`src/rtl/vga_fb_pkg.sv`:
```
// Shared constants and FSM encoding for the VGA frame-buffer arbiter slice.
// Geometry is fixed at 800x600 with one 8-bit word per pixel.
package vga_fb_pkg;

   localparam int H_ACTIVE = 800;
   localparam int V_ACTIVE = 600;
   localparam int FB_DEPTH = H_ACTIVE * V_ACTIVE;
   localparam int ADDR_W   = 19;
   localparam int PIX_W    = 8;
   localparam int COORD_W  = 11;

   typedef enum logic [1:0] {
      IDLE     = 2'd0,
      RD_ISSUE = 2'd1,
      RD_WAIT  = 2'd2,
      WR_ISSUE = 2'd3
   } arb_state_e;

endpackage

```
`src/rtl/vga_fb_arbiter_if.sv`:
```
// Display, writer and frame-buffer signals of the arbiter as one bundle.
// The slave modport is the arbiter's view; master is the surrounding system.
interface vga_fb_arbiter_if;
   import vga_fb_pkg::*;

   logic               pix_stb;
   logic               disp_valid;
   logic [COORD_W-1:0] disp_col;
   logic [COORD_W-1:0] disp_row;
   logic               wr_req;
   logic [ADDR_W-1:0]  wr_addr;
   logic [PIX_W-1:0]   wr_data;
   logic               wr_ack;
   logic               wr_err;
   logic [ADDR_W-1:0]  mem_addr;
   logic               mem_we;
   logic [PIX_W-1:0]   mem_wdata;
   logic [PIX_W-1:0]   mem_rdata;
   logic [PIX_W-1:0]   pix_data;
   logic               pix_data_valid;
   logic               rd_overrun;

   modport slave (
      input  pix_stb, disp_valid, disp_col, disp_row,
      input  wr_req, wr_addr, wr_data, mem_rdata,
      output wr_ack, wr_err, mem_addr, mem_we, mem_wdata,
      output pix_data, pix_data_valid, rd_overrun
   );

   modport master (
      output pix_stb, disp_valid, disp_col, disp_row,
      output wr_req, wr_addr, wr_data, mem_rdata,
      input  wr_ack, wr_err, mem_addr, mem_we, mem_wdata,
      input  pix_data, pix_data_valid, rd_overrun
   );

endinterface

```
`src/rtl/vga_fb_addr_calc.sv`:
```
// Linear frame-buffer address from display coordinates: row*H_ACTIVE + col.
// For the 800-wide mode this is row*(512+256+32) + col, built from shifts.
module vga_fb_addr_calc
   import vga_fb_pkg::*;
#(
   parameter int H_ACTIVE = vga_fb_pkg::H_ACTIVE
) (
   input  logic [COORD_W-1:0] row,
   input  logic [COORD_W-1:0] col,
   output logic [ADDR_W-1:0]  addr
);

   logic [ADDR_W-1:0] row_w;
   logic [ADDR_W-1:0] col_w;

   // Widen before shifting so row<<9 keeps all its bits.
   assign row_w = ADDR_W'(row);
   assign col_w = ADDR_W'(col);

   if (H_ACTIVE == 800) begin : g_shift_add
      assign addr = (row_w << 9) + (row_w << 8) + (row_w << 5) + col_w;
   end else begin : g_mult
      assign addr = row_w * ADDR_W'(H_ACTIVE) + col_w;
   end

endmodule

```
`src/rtl/vga_fb_arbiter.sv`:
```
// Single-port frame-buffer arbiter: display fetches have strict priority,
// the pixel writer fills the idle cycles left inside each 6-cycle pixel period.
module vga_fb_arbiter
   import vga_fb_pkg::*;
#(
   parameter int MEM_LAT  = 1,
   parameter int H_ACTIVE = vga_fb_pkg::H_ACTIVE,
   parameter int FB_DEPTH = vga_fb_pkg::FB_DEPTH
) (
   input logic             vga_clk,
   input logic             rst_n,
   vga_fb_arbiter_if.slave bus
);

   localparam logic [1:0]        LAT_M1 = 2'(MEM_LAT - 1);
   localparam logic [ADDR_W-1:0] DEPTH  = ADDR_W'(FB_DEPTH);

   arb_state_e        state_q, state_d;
   logic              pending_q, pending_d;
   logic              armed_q, armed_d;
   logic [1:0]        lat_cnt_q, lat_cnt_d;
   logic [ADDR_W-1:0] mem_addr_q, mem_addr_d;
   logic              mem_we_q, mem_we_d;
   logic [PIX_W-1:0]  mem_wdata_q, mem_wdata_d;
   logic              wr_ack_q, wr_ack_d;
   logic              wr_err_q, wr_err_d;
   logic [PIX_W-1:0]  pix_data_q, pix_data_d;
   logic              pix_valid_q, pix_valid_d;
   logic              rd_overrun_q, rd_overrun_d;

   logic              fetch;
   logic [ADDR_W-1:0] fetch_addr;

   assign fetch = bus.pix_stb & bus.disp_valid;

   vga_fb_addr_calc #(.H_ACTIVE(H_ACTIVE)) u_addr_calc (
      .row  (bus.disp_row),
      .col  (bus.disp_col),
      .addr (fetch_addr)
   );

   // NOTE: every _d gets a default before the case so no path leaves it unassigned (no latches).
   always_comb begin
      state_d      = state_q;
      pending_d    = pending_q;
      armed_d      = 1'b1;
      lat_cnt_d    = lat_cnt_q;
      mem_addr_d   = mem_addr_q;
      mem_we_d     = 1'b0;
      mem_wdata_d  = mem_wdata_q;
      wr_ack_d     = 1'b0;
      wr_err_d     = wr_err_q;
      pix_data_d   = pix_data_q;
      pix_valid_d  = 1'b0;
      rd_overrun_d = rd_overrun_q;

      unique case (state_q)
         IDLE: begin
            if (fetch) begin
               state_d    = RD_ISSUE;
               mem_addr_d = fetch_addr;
            end else if (bus.wr_req && armed_q) begin
               // Out-of-range writes are still acked so the writer never stalls.
               state_d     = WR_ISSUE;
               mem_addr_d  = bus.wr_addr;
               mem_wdata_d = bus.wr_data;
               wr_ack_d    = 1'b1;
               if (bus.wr_addr < DEPTH) mem_we_d = 1'b1;
               else                     wr_err_d = 1'b1;
            end
         end
         RD_ISSUE: begin
            if (fetch) rd_overrun_d = 1'b1;
            state_d   = RD_WAIT;
            lat_cnt_d = LAT_M1;
         end
         RD_WAIT: begin
            if (fetch) rd_overrun_d = 1'b1;
            if (lat_cnt_q == 2'd0) begin
               state_d     = IDLE;
               pix_data_d  = bus.mem_rdata;
               pix_valid_d = 1'b1;
               pending_d   = 1'b0;
            end else begin
               lat_cnt_d = lat_cnt_q - 2'd1;
            end
         end
         WR_ISSUE: begin
            // A strobe landing on the write slot is served right after it.
            if (fetch) begin
               state_d    = RD_ISSUE;
               mem_addr_d = fetch_addr;
               pending_d  = 1'b1;
            end else begin
               state_d = IDLE;
            end
         end
      endcase
   end

   // NOTE: sequential state uses non-blocking assignments only, so every flop sees pre-edge values.
   always_ff @(posedge vga_clk or negedge rst_n) begin
      if (!rst_n) begin
         state_q      <= IDLE;
         pending_q    <= 1'b0;
         armed_q      <= 1'b0;
         lat_cnt_q    <= 2'd0;
         mem_addr_q   <= '0;
         mem_we_q     <= 1'b0;
         mem_wdata_q  <= '0;
         wr_ack_q     <= 1'b0;
         wr_err_q     <= 1'b0;
         pix_data_q   <= '0;
         pix_valid_q  <= 1'b0;
         rd_overrun_q <= 1'b0;
      end else begin
         state_q      <= state_d;
         pending_q    <= pending_d;
         armed_q      <= armed_d;
         lat_cnt_q    <= lat_cnt_d;
         mem_addr_q   <= mem_addr_d;
         mem_we_q     <= mem_we_d;
         mem_wdata_q  <= mem_wdata_d;
         wr_ack_q     <= wr_ack_d;
         wr_err_q     <= wr_err_d;
         pix_data_q   <= pix_data_d;
         pix_valid_q  <= pix_valid_d;
         rd_overrun_q <= rd_overrun_d;
      end
   end

   assign bus.mem_addr       = mem_addr_q;
   assign bus.mem_we         = mem_we_q;
   assign bus.mem_wdata      = mem_wdata_q;
   assign bus.wr_ack         = wr_ack_q;
   assign bus.wr_err         = wr_err_q;
   assign bus.pix_data       = pix_data_q;
   assign bus.pix_data_valid = pix_valid_q;
   assign bus.rd_overrun     = rd_overrun_q;

endmodule

```
`src/flat_wrapper.sv`:
```
// flat-port wrapper written by rule: the top's interface ports become plain ports
module vga_fb_arbiter_flat import vga_fb_pkg::*;
#(
   parameter int MEM_LAT  = 1,
   parameter int H_ACTIVE = vga_fb_pkg::H_ACTIVE,
   parameter int FB_DEPTH = vga_fb_pkg::FB_DEPTH
)
  (vga_clk, rst_n, bus_pix_stb, bus_disp_valid, bus_disp_col, bus_disp_row, bus_wr_req, bus_wr_addr, bus_wr_data, bus_mem_rdata, bus_wr_ack, bus_wr_err, bus_mem_addr, bus_mem_we, bus_mem_wdata, bus_pix_data, bus_pix_data_valid, bus_rd_overrun);
  vga_fb_arbiter_if bus_i ();
  input logic vga_clk;
  input logic rst_n;
  input wire logic [$bits(bus_i.pix_stb)-1:0] bus_pix_stb;
  input wire logic [$bits(bus_i.disp_valid)-1:0] bus_disp_valid;
  input wire logic [$bits(bus_i.disp_col)-1:0] bus_disp_col;
  input wire logic [$bits(bus_i.disp_row)-1:0] bus_disp_row;
  input wire logic [$bits(bus_i.wr_req)-1:0] bus_wr_req;
  input wire logic [$bits(bus_i.wr_addr)-1:0] bus_wr_addr;
  input wire logic [$bits(bus_i.wr_data)-1:0] bus_wr_data;
  input wire logic [$bits(bus_i.mem_rdata)-1:0] bus_mem_rdata;
  output wire logic [$bits(bus_i.wr_ack)-1:0] bus_wr_ack;
  output wire logic [$bits(bus_i.wr_err)-1:0] bus_wr_err;
  output wire logic [$bits(bus_i.mem_addr)-1:0] bus_mem_addr;
  output wire logic [$bits(bus_i.mem_we)-1:0] bus_mem_we;
  output wire logic [$bits(bus_i.mem_wdata)-1:0] bus_mem_wdata;
  output wire logic [$bits(bus_i.pix_data)-1:0] bus_pix_data;
  output wire logic [$bits(bus_i.pix_data_valid)-1:0] bus_pix_data_valid;
  output wire logic [$bits(bus_i.rd_overrun)-1:0] bus_rd_overrun;
  assign bus_i.pix_stb = bus_pix_stb;
  assign bus_i.disp_valid = bus_disp_valid;
  assign bus_i.disp_col = bus_disp_col;
  assign bus_i.disp_row = bus_disp_row;
  assign bus_i.wr_req = bus_wr_req;
  assign bus_i.wr_addr = bus_wr_addr;
  assign bus_i.wr_data = bus_wr_data;
  assign bus_i.mem_rdata = bus_mem_rdata;
  assign bus_wr_ack = bus_i.wr_ack;
  assign bus_wr_err = bus_i.wr_err;
  assign bus_mem_addr = bus_i.mem_addr;
  assign bus_mem_we = bus_i.mem_we;
  assign bus_mem_wdata = bus_i.mem_wdata;
  assign bus_pix_data = bus_i.pix_data;
  assign bus_pix_data_valid = bus_i.pix_data_valid;
  assign bus_rd_overrun = bus_i.rd_overrun;
  vga_fb_arbiter #(.MEM_LAT(MEM_LAT), .H_ACTIVE(H_ACTIVE), .FB_DEPTH(FB_DEPTH)) u_core (.vga_clk(vga_clk), .rst_n(rst_n), .bus(bus_i));
endmodule
```
`config.mk`:
```
export PLATFORM = sky130hd
export DESIGN_NAME = vga_fb_arbiter_flat
export DESIGN_NICKNAME = d
export VERILOG_FILES = /design/src/rtl/vga_fb_pkg.sv /design/src/rtl/vga_fb_arbiter_if.sv /design/src/rtl/vga_fb_addr_calc.sv /design/src/rtl/vga_fb_arbiter.sv /design/src/flat_wrapper.sv
export SDC_FILE = /design/constraint.sdc
export NUM_CORES = 1
export LEC_CHECK = 0
export BUFFER_PORTS_ARGS = -buffer_cell sky130_fd_sc_hd__buf_2
export CORE_UTILIZATION = 46
export CTS_CLUSTER_SIZE = 14
export DETAILED_ROUTE_END_ITERATION = 12
export GPL_ROUTABILITY_DRIVEN = 0
export PLACE_DENSITY = 0.88
export SKIP_CTS_REPAIR_TIMING = 1
export SYNTH_ARGS = -nofsm -noshare
export SYNTH_HDL_FRONTEND = slang
export SYNTH_SLANG_ARGS = --single-unit
```
`constraint.sdc`:
```
create_clock -name vga_clk -period 2.08 [get_ports vga_clk]
set_clock_uncertainty 0.1 [all_clocks]
set_input_delay 0.104 -clock vga_clk [delete_from_list [all_inputs] [get_ports vga_clk]]
set_output_delay 0.104 -clock vga_clk [all_outputs]
set_load 0.03 [all_outputs]
```
======== Word level (Yosys, flattened, before mapping) ========
Cells that the tools add are included.
storage, ports and cells
  flip-flop bits (word level) ............. 45
  input bits .............................. 62
  output and inout port bits .............. 40
cells by class
  equality and inequality tests ........... 7
  add/subtract/negate cells ............... 4
  multiplexer cells ....................... 20
  reduce and logical (&&, ||, !) cells .... 13
  $lt $le $gt $ge ......................... 1
  bitwise operators ....................... 3
operator list
  operator                count
  $mux W19                3
  $pmux W19 S2            1
  $add A19 B11 Y19        1
  $add A19 B16 Y19        1
  $add A19 B19 Y19        1
  $lt A19 B19 Y1 const B  1
  $mux W1                 10
  $mux W2                 4
  $pmux W2 S4             1
  $reduce_and A2 Y1       4
  $reduce_and A3 Y1       2
  $eq A2 B2 Y1 const B    2
  $logic_not A2 Y1        2
  $ne A2 B1 Y1 const B    2
  $pmux W2 S2             1
  $reduce_and A4 Y1       1
  $reduce_bool A2 Y1      2
  $ne A3 B1 Y1 const B    1
  $eq A2 B1 Y1 const B    1
  $ne A2 B2 Y1 const B    1
  $not A1 Y1              2
  $reduce_or A2 Y1        1
  $sub A2 B1 Y2 const B   1
  $and A1 B1 Y1           1
  $logic_and A1 B1 Y1     1

======== Depth between registers and ports, before layout ========
Gate-level depths: netlist of run 1.
  depth in word-level cells ............... 5
  mapped depth ............................ 12
  depth with buffers taken out ............ 12

======== Hierarchy ========
Synthesis of run 1 repeated with hierarchy kept, for this count alone.
unflattened totals
  cells, all modules ...................... 279
  area, all modules ....................... 3301.9 um2
by module, submodules not included
  module            cells an instance  sequential area each (um2)  instances  area an instance (um2)
  vga_fb_arbiter    144                1126.1                      1          2175.8
  vga_fb_addr_calc  135                0.0                         1          1126.1

======== Least setup slack after synthesis of run 1 ========
Ideal clock, no wire load.
  kind .................................... input to register
  start point ............................. input bus_disp_row[0]
  end point ............................... register u_core.mem_addr_q[13] (netlist: u_core.bus.mem_addr[13])
  required time ........................... 1.907 ns
  setup slack ............................. -0.718 ns
  buffers on the path ..................... 0
  data arrival time ....................... 2.624 ns
  library setup time ...................... 0.073 ns
  stages on the path ...................... 11
  cell sequence ........................... inv_1 -> fa_1 -> inv_1 -> fa_1 -> ha_1 -> nor2b_4 -> o31a_1 -> o21a_4 -> o21a_1 -> o31a_1 -> a21oi_2
between the ends
  cells in the longest elaborated chain, start to end .. 5
  elaborated cells on any way between the ends .. 6
ends and longest elaborated chain
  element                      RTL line                                    text
  start: declaration           flat_wrapper.sv:15                          input wire logic [$bits(bus_i.disp_row)-1:0] bus_disp_row;
  $add A19 B19 Y19             vga_fb_addr_calc.sv:21                      assign addr = (row_w << 9) + (row_w << 8) + (row_w << 5) + col_w;
  $add A19 B16 Y19 (*)         vga_fb_addr_calc.sv:21
  $add A19 B11 Y19 (*)         vga_fb_addr_calc.sv:21
  $mux W19 (on tied branches)  vga_fb_arbiter.sv:90, vga_fb_arbiter.sv:59
  $pmux W19 S2 (*)             vga_fb_arbiter.sv:57                        unique case (state_q)
  end signal: assignment       vga_fb_arbiter.sv:121                       mem_addr_q <= mem_addr_d;
  end: declaration             vga_fb_arbiter.sv:22                        logic [ADDR_W-1:0] mem_addr_q, mem_addr_d;
Mark *: on every way between the ends. The rest lies on a longest branch, timed or not. The select of a mux whose other input is x is not followed.
A chain may end at the register's enable or synchronous reset.

======== Worst setup path in the final report of run 1 ========
Ends and elaborated chain as after synthesis.

==> results_dict.tcl, run 1 <==
set metrics [dict create \
    synth_commonest_cells "dfrtp_1 (45), inv_1 (35), ha_1 (31), a21oi_1 (29), nor2_1 (23)" \
    synth_top_family_by_area "adder cells" \
    wl_met2_um 4296 \
    die_area_um2 6880 \
    worst-setup-path-type "in -> reg" \
    drt_iter0_markers 95 \
    setup_viol 10 \
    cp_cell_sequence "buf_8 -> inv_4 -> fa_1 -> inv_1 -> fa_1 -> ha_4 -> nor2b_4 -> o31a_1 -> o21a_4 -> o21a_1 -> o31a_1 -> a21oi_2" \
    drive_gt1_share_pct 42.86 \
    critPathMaxStageDelay_ns 0.52 \
    synth-simple-area-share_pct 10.96 \
    crit_required_ns 2.22 \
    core_um2 6350 \
    initial_core_util_pct 47.47 \
    avgRoutedWirePerCell_um 14.92 \
    synth-xor-area-share_pct 1.743 \
    clk_pin_slew_worst_paths_ns 0.09 \
    cts-root-buf "clkbuf_8" \
    grt_pass1_vias 2789 \
    fin_ws_ns -0.4661 \
    ys_warn_count 0 \
    clk_latency_ns 0.30 \
    drv_slew 0 \
    fmax_mhz 392.8 \
    path_max_fanout 5 \
    worst-path-buf-inv 3 \
    syn_to_final_growth_pct 43.96 \
    port_buffers 101 \
    fin_crit_sh_pct 122.4 \
    min_path_type "in -> reg" \
    wirelength_um 7939 \
    synth_fp_nets 403 \
    synth-edff-count 0 \
    path_delay_family "adder cells" \
    regArea_um2 1126 \
    cpMaxStageDelayCell "fa_1" \
    grt_first_pass_wirelength_um 11850 \
    yosysTopAreaCellShare_pct 37.36 \
    netlist_top_cells_area "dfrtp_1 (37%), ha_1 (13%), fa_1 (7.3%)" \
    startpoint_type "input port" \
    design_area_um2 4339 \
    die_h_um 82.95 \
    synth.most_common_cell "dfrtp_1" \
    grt_usage_pct 21.12 \
    hpwl_um 5719 \
    hold_viol_final 1 \
    drt_first_pass_iters 4 \
    avgSynthCellArea_um2 10.08 \
    overflow 0 \
    period_needed_ns 2.546 \
    fill_cells 451 \
    arrival_ns 2.68 \
    p_leak_nw 2.190 \
    synthMuxAreaShare_pct 9.298 \
    drv_cap 0 \
    hold_ws_ns -0.001677 \
    ant_nets 0 \
    ys_types 49 \
    highest_layer "met4" \
    drt_drc_violations_left 0 \
    power_density_nw_per_um2 1385 \
    htree_levels 2 \
    setup_tns_ns -2.722 \
    cts_tree "yes" \
    antenna_found_initial 0 \
    post-place-ws_ns -0.8995 \
    dr_wl_met3_um 386 \
    synth_largest_area_cell "dfrtp_1" \
    vdd_drop_max_uv 969.8 \
    ys.flop_type "dfrtp_1" \
    power.total_w 0.006008 \
    clockBufferDepth 2 \
    m1WireLength_um 3113 \
    num_vias 2738 \
    multiInputGateArea_um2 1852 \
    outcome "finished with violations" \
    diodes 0 \
    syn_inst 299 \
    cts.sink_count 45 \
    grt_max_degree 29 \
    via_per_inst 5.147 \
    synthAdderAreaFrac_pct 20.17 \
    failed_checks "hold timing, setup timing" \
    numCtsBuffers 5 \
    num_rows 29 \
    ys_ff_latch 45 \
    netlist_area_um2 3014 \
    ios 102 \
    seq_area_frac_synth_pct 37.36 \
    critPathCaptureType "flop" \
    nets 558 \
    synthArstFlopShare_pct 100.0 \
    die_x_um 82.95 \
    synth_compound_area_share_pct 14.78 \
    dpl-instance-area_um2 3862 \
    rsz0062_at_grt "yes" \
]
[logic make-up after synthesis]
family,count (synthesis)
AO/OA/AOI/OAI,66
XOR/XNOR,6
adder cells (fa/ha/maj),42
buffers and inverters,42
flip-flops,45
multiplexers,26
other,1
AND/OR/NAND/NOR,71
[power breakdown]
group          total (W)  switching, W  internal, W
sequential       0.00151      0.000223      0.00128
combinational    0.00391       0.00228      0.00164
clock           0.000591      0.000337     0.000254
[layout make-up]
cell class | count | share of cell area, %
Timing Repair Buffer | 155 | 23.73
Inverter | 35 | 3.172
Clock inverter | 3 | 0.6632
Sequential cell | 45 | 25.95
Multi-Input combinational cell | 212 | 42.68
Tap cell | 77 | 2.220
Clock buffer | 5 | 1.586
[routing by layer]
layer / up-vias / GRT usage, %
met4: 0 / 7.524
met5: - / 0
li1: 1345 / -
met1: 1297 / 24.41
met3: 15 / 4.274
met2: 81 / 38.52
[worst paths after layout]
path | startpoint | endpoint | slack (ns) | depth (start not counted)
max | bus_disp_row[0] | u_core.bus.mem_addr[13]$_DFFE_PN0P_ | -0.47 | 12
min | bus_wr_addr[2] | u_core.bus.mem_addr[2]$_DFFE_PN0P_ | -0.002 | 3
max reg2reg | u_core.state_q[0]$_DFFE_PN0P_ | u_core.bus.mem_addr[11]$_DFFE_PN0P_ | 0.04 | 8
min reg2reg | u_core.bus.rd_overrun$_DFFE_PN0P_ | u_core.bus.rd_overrun$_DFFE_PN0P_ | 0.37 | 1
max in group asynchronous | rst_n | u_core.bus.mem_addr[0]$_DFFE_PN0P_ | 1.27 | 3
min in group asynchronous | rst_n | u_core.bus.pix_data[3]$_DFFE_PN0P_ | 0.10 | 2
[worst reg2reg max path, delay by kind of cell (launching register included)]
| family | cells | cell delay [ns] |
|---|---|---|
| compound gates | 3 | 0.68 |
| fa+ha+maj | 1 | 0.25 |
| simple gates | 1 | 0.04 |
| buf+inv | 3 | 0.47 |
| flops | 1 | 0.43 |
[metrics by stage]
step                      utilization (%)  std cells
after detailed placement            60.83        500
after floorplan                         -        299
after global placement              60.83        500
after global routing                68.34        532
final                               68.34        532
after CTS                           62.36        508
[registers in the layout (all words and copies together), names as in the netlist]
name,count
u_core.bus.mem_wdata,8
u_core.bus.wr_err,1
u_core.bus.wr_ack,1
u_core.bus.mem_addr,19
u_core.bus.pix_data_valid,1
u_core.armed_q,1
u_core.state_q,2
u_core.bus.pix_data,8
u_core.bus.mem_we,1
u_core.bus.rd_overrun,1
u_core.lat_cnt_q,2
[cells in the final DEF, fill, tap and decap left out, types with 2 or more instances in the layout]
cell,instances
inv_1,26
fa_1,9
clkbuf_8,5
o31a_1,2
xor2_1,2
a21oi_2,2
xnor2_1,3
nand2_1,19
a32o_1,2
buf_4,32
dlygate4sd3_1,18
nor4_1,2
o21ai_0,5
nand2_2,2
a21o_1,7
mux2i_1,10
inv_6,2
buf_2,98
inv_2,7
nand4_1,2
nand3_1,8
fa_2,2
o21a_1,3
dfrtp_1,45
nor2_1,22
ha_1,25
nor3_1,6
mux2_2,16
nor2_2,3
a21oi_1,26
a31oi_1,2
buf_6,3
ha_4,6
clkbuf_16,2
a21oi_4,2
Note: power is estimated with default switching activity, not from simulation.
==> run 2: changes to the inputs <==
--- a/config.mk
+++ b/config.mk
@@ -10,7 +10,7 @@
 export CTS_CLUSTER_SIZE = 14
 export DETAILED_ROUTE_END_ITERATION = 12
 export GPL_ROUTABILITY_DRIVEN = 0
-export PLACE_DENSITY = 0.88
+export PLACE_DENSITY = 0.87
 export SKIP_CTS_REPAIR_TIMING = 1
 export SYNTH_ARGS = -nofsm -noshare
 export SYNTH_HDL_FRONTEND = slang
==> run 2 against run 1 <==
  * The run ends with setup timing left
  * Cell count grew 0.19%
  * Non-clock buffer count grew 1
  * Flip-flop and latch count is the same
  * Design area grew 0.72%
  * Utilization grew 0.49 points
  * Register-to-register slack gained 0.06 ns
  * Combinational power grew 2%
  * Critical path depth is the same
  * Routed wire length shrank 0.18%
  * Worst hold slack gained 0.011 ns
  * Maximum frequency shrank 1.8%
  * Sequential share of layout area shrank 0.19 points
  * Largest cell class unchanged
  * Highest routed layer unchanged
==> results_dict.tcl, run 2 (same netlist as run 1, synthesis figures left out) <==
set metrics [dict create \
    outcome "finished with violations" \
    worst_pin_slew_ns 0.6455 \
    pwr-share-comb_pct 63.4 \
    intPower_w 0.003451 \
    hpwl_um 5771 \
    min_from "bus_disp_col[0]" \
    wirelength_um 7925 \
    htree_levels 2 \
    grt_max_degree 30 \
    crit_required_ns 2.21 \
    ios 102 \
    nets 559 \
    startpoint_type "input port" \
    antenna_found_initial 0 \
    met2_usage_pct 38.75 \
    critPathCaptureType "flop" \
    hold_viol_final 0 \
    cts.sink_count 45 \
    pwr-share-seq_pct 24.0 \
    failed_checks "setup timing" \
    setup_viol 10 \
    grt.busiest_layer "met2" \
    die_h_um 82.95 \
    cp-startpoint "bus_disp_row[5]" \
    largest_reg_flops 19 \
    diodes 0 \
    power.total_w 0.006275 \
    cts-root-buf "clkbuf_8" \
    mostFrequentLayoutCells "buf_2 (98), dfrtp_1 (45), buf_4 (33)" \
    pwr-share-clk_pct 12.6 \
    fin_crit_sh_pct 124.7 \
    fin_ws_ns -0.5130 \
    p_leak_nw 2.217 \
    grt_usage_pct 21.27 \
    ant_nets 0 \
    avgRoutedWirePerCell_um 14.87 \
    fmax_mhz 385.7 \
    clk_pin_slew_worst_paths_ns 0.08 \
    port_buffers 101 \
    die_area_um2 6880 \
    final_common_cell "buf_2" \
    drt_drc_violations_left 0 \
    reg2reg_depth 8 \
    power_density_nw_per_um2 1436 \
    p_switching_w 0.002824 \
    path_max_fanout 4 \
    rsz0062_at_grt "yes" \
    setup_tns_ns -3.214 \
    r2r_setup_slack_ns 0.10 \
    reg2reg_from "u_core.state_q[0]$_DFFE_PN0P_" \
    period_needed_ns 2.593 \
    clk_latency_ns 0.29 \
    core_um2 6350 \
    drive_gt1_share_pct 42.54 \
    critPathCapture "u_core.bus.mem_addr[13]$_DFFE_PN0P_" \
    switching_share_pct 45.00 \
    num_vias 2793 \
    overflow 0 \
    arrival_ns 2.72 \
    min_path_type "in -> reg" \
    drt_iter0_markers 85 \
    r2r-end "u_core.bus.mem_addr[2]$_DFFE_PN0P_" \
    slew_headroom_pct 56.96 \
    drt_first_pass_iters 4 \
    numCtsBuffers 5 \
    via_per_inst 5.240 \
    grt_first_pass_wirelength_um 12010 \
    use_met3_pct 4.771 \
    use_met1_pct 25.07 \
    worst-setup-path-type "in -> reg" \
    vdd_drop_max_uv 1061 \
    num_rows 29 \
    drv_cap 0 \
    die_x_um 82.95 \
    grt_pass1_vias 2746 \
    drv_slew 0 \
    cts_tree "yes" \
    clockBufferDepth 2 \
    initial_core_util_pct 47.47 \
    syn_to_final_growth_pct 45.00 \
]
-- run 2: cell type report --
class	instances	area [um^2]
Clock inverter	3	68.82
Tap cell	77	96.34
Timing Repair Buffer	156	1046
Sequential cell	45	1126
Inverter	35	137.6
Multi-Input combinational cell	212	1827
Clock buffer	5	68.82
Fill cell	448	1979
-- run 2: worst max-delay path: stages --
cell and delay (ns):
buf_6 0.07, clkinvlp_4 0.09, fa_1 0.51, fa_1 0.57, inv_2 0.05, ha_4 0.23
o21a_1 0.17, o31a_1 0.12, o21a_4 0.22, o21a_1 0.18, o31a_1 0.28, a21oi_2 0.11
-- run 2: worst min path at each step --
| stage | end | slack, ns | cells past startpoint |
|---|---|---|---|
| global route | u_core.bus.mem_addr[12]$_DFFE_PN0P_ | 0.03 | 3 |
| finish | u_core.bus.mem_addr[0]$_DFFE_PN0P_ | 0.01 | 3 |
| CTS | u_core.bus.pix_data[4]$_DFFE_PN0P_ | -0.27 | 1 |
| detailed placement | u_core.bus.mem_addr[18]$_DFFE_PN0P_ | 0.06 | 1 |
| global placement | u_core.bus.pix_data[0]$_DFFE_PN0P_ | 0.05 | 1 |
| floorplan | u_core.armed_q$_DFF_PN0_ | -0.29 | 0 |
-- run 2: layer usage --
layer | wire, um | vias to the layer above
met3 | 393 | 13
met5 | 0 | -
li1 | - | 1344
met4 | 106 | 0
met1 | 3217 | 1350
met2 | 4207 | 86
-- run 2: per-stage QoR --
stage                     instance area [um^2]  cells  hold WS (ns)  util [%]  setup slack, ns
after floorplan                           3055    299       -0.2916         -          -0.6352
after global placement                    3882    501       0.05394     61.14          -0.7837
after detailed placement                  3882    501       0.05830     61.14          -0.8964
after CTS                                 4020    509       -0.2659     63.31          -0.5510
after global routing                      4370    533       0.02981     68.83          -0.5917
final                                     4370    533      0.009615     68.83          -0.5130
-- run 2: power by group through the flow --
stage | Combinational, W | Sequential, W | Clock, W
2_1_floorplan | 0.00164 | 0.00222 | 0
3_3_place_gp | 0.00338 | 0.00148 | 0
3_5_place_dp | 0.00350 | 0.00150 | 0
4_1_cts | 0.00352 | 0.00149 | 0.000802
5_1_grt | 0.00428 | 0.00154 | 0.000830
6_report | 0.00398 | 0.00150 | 0.000790
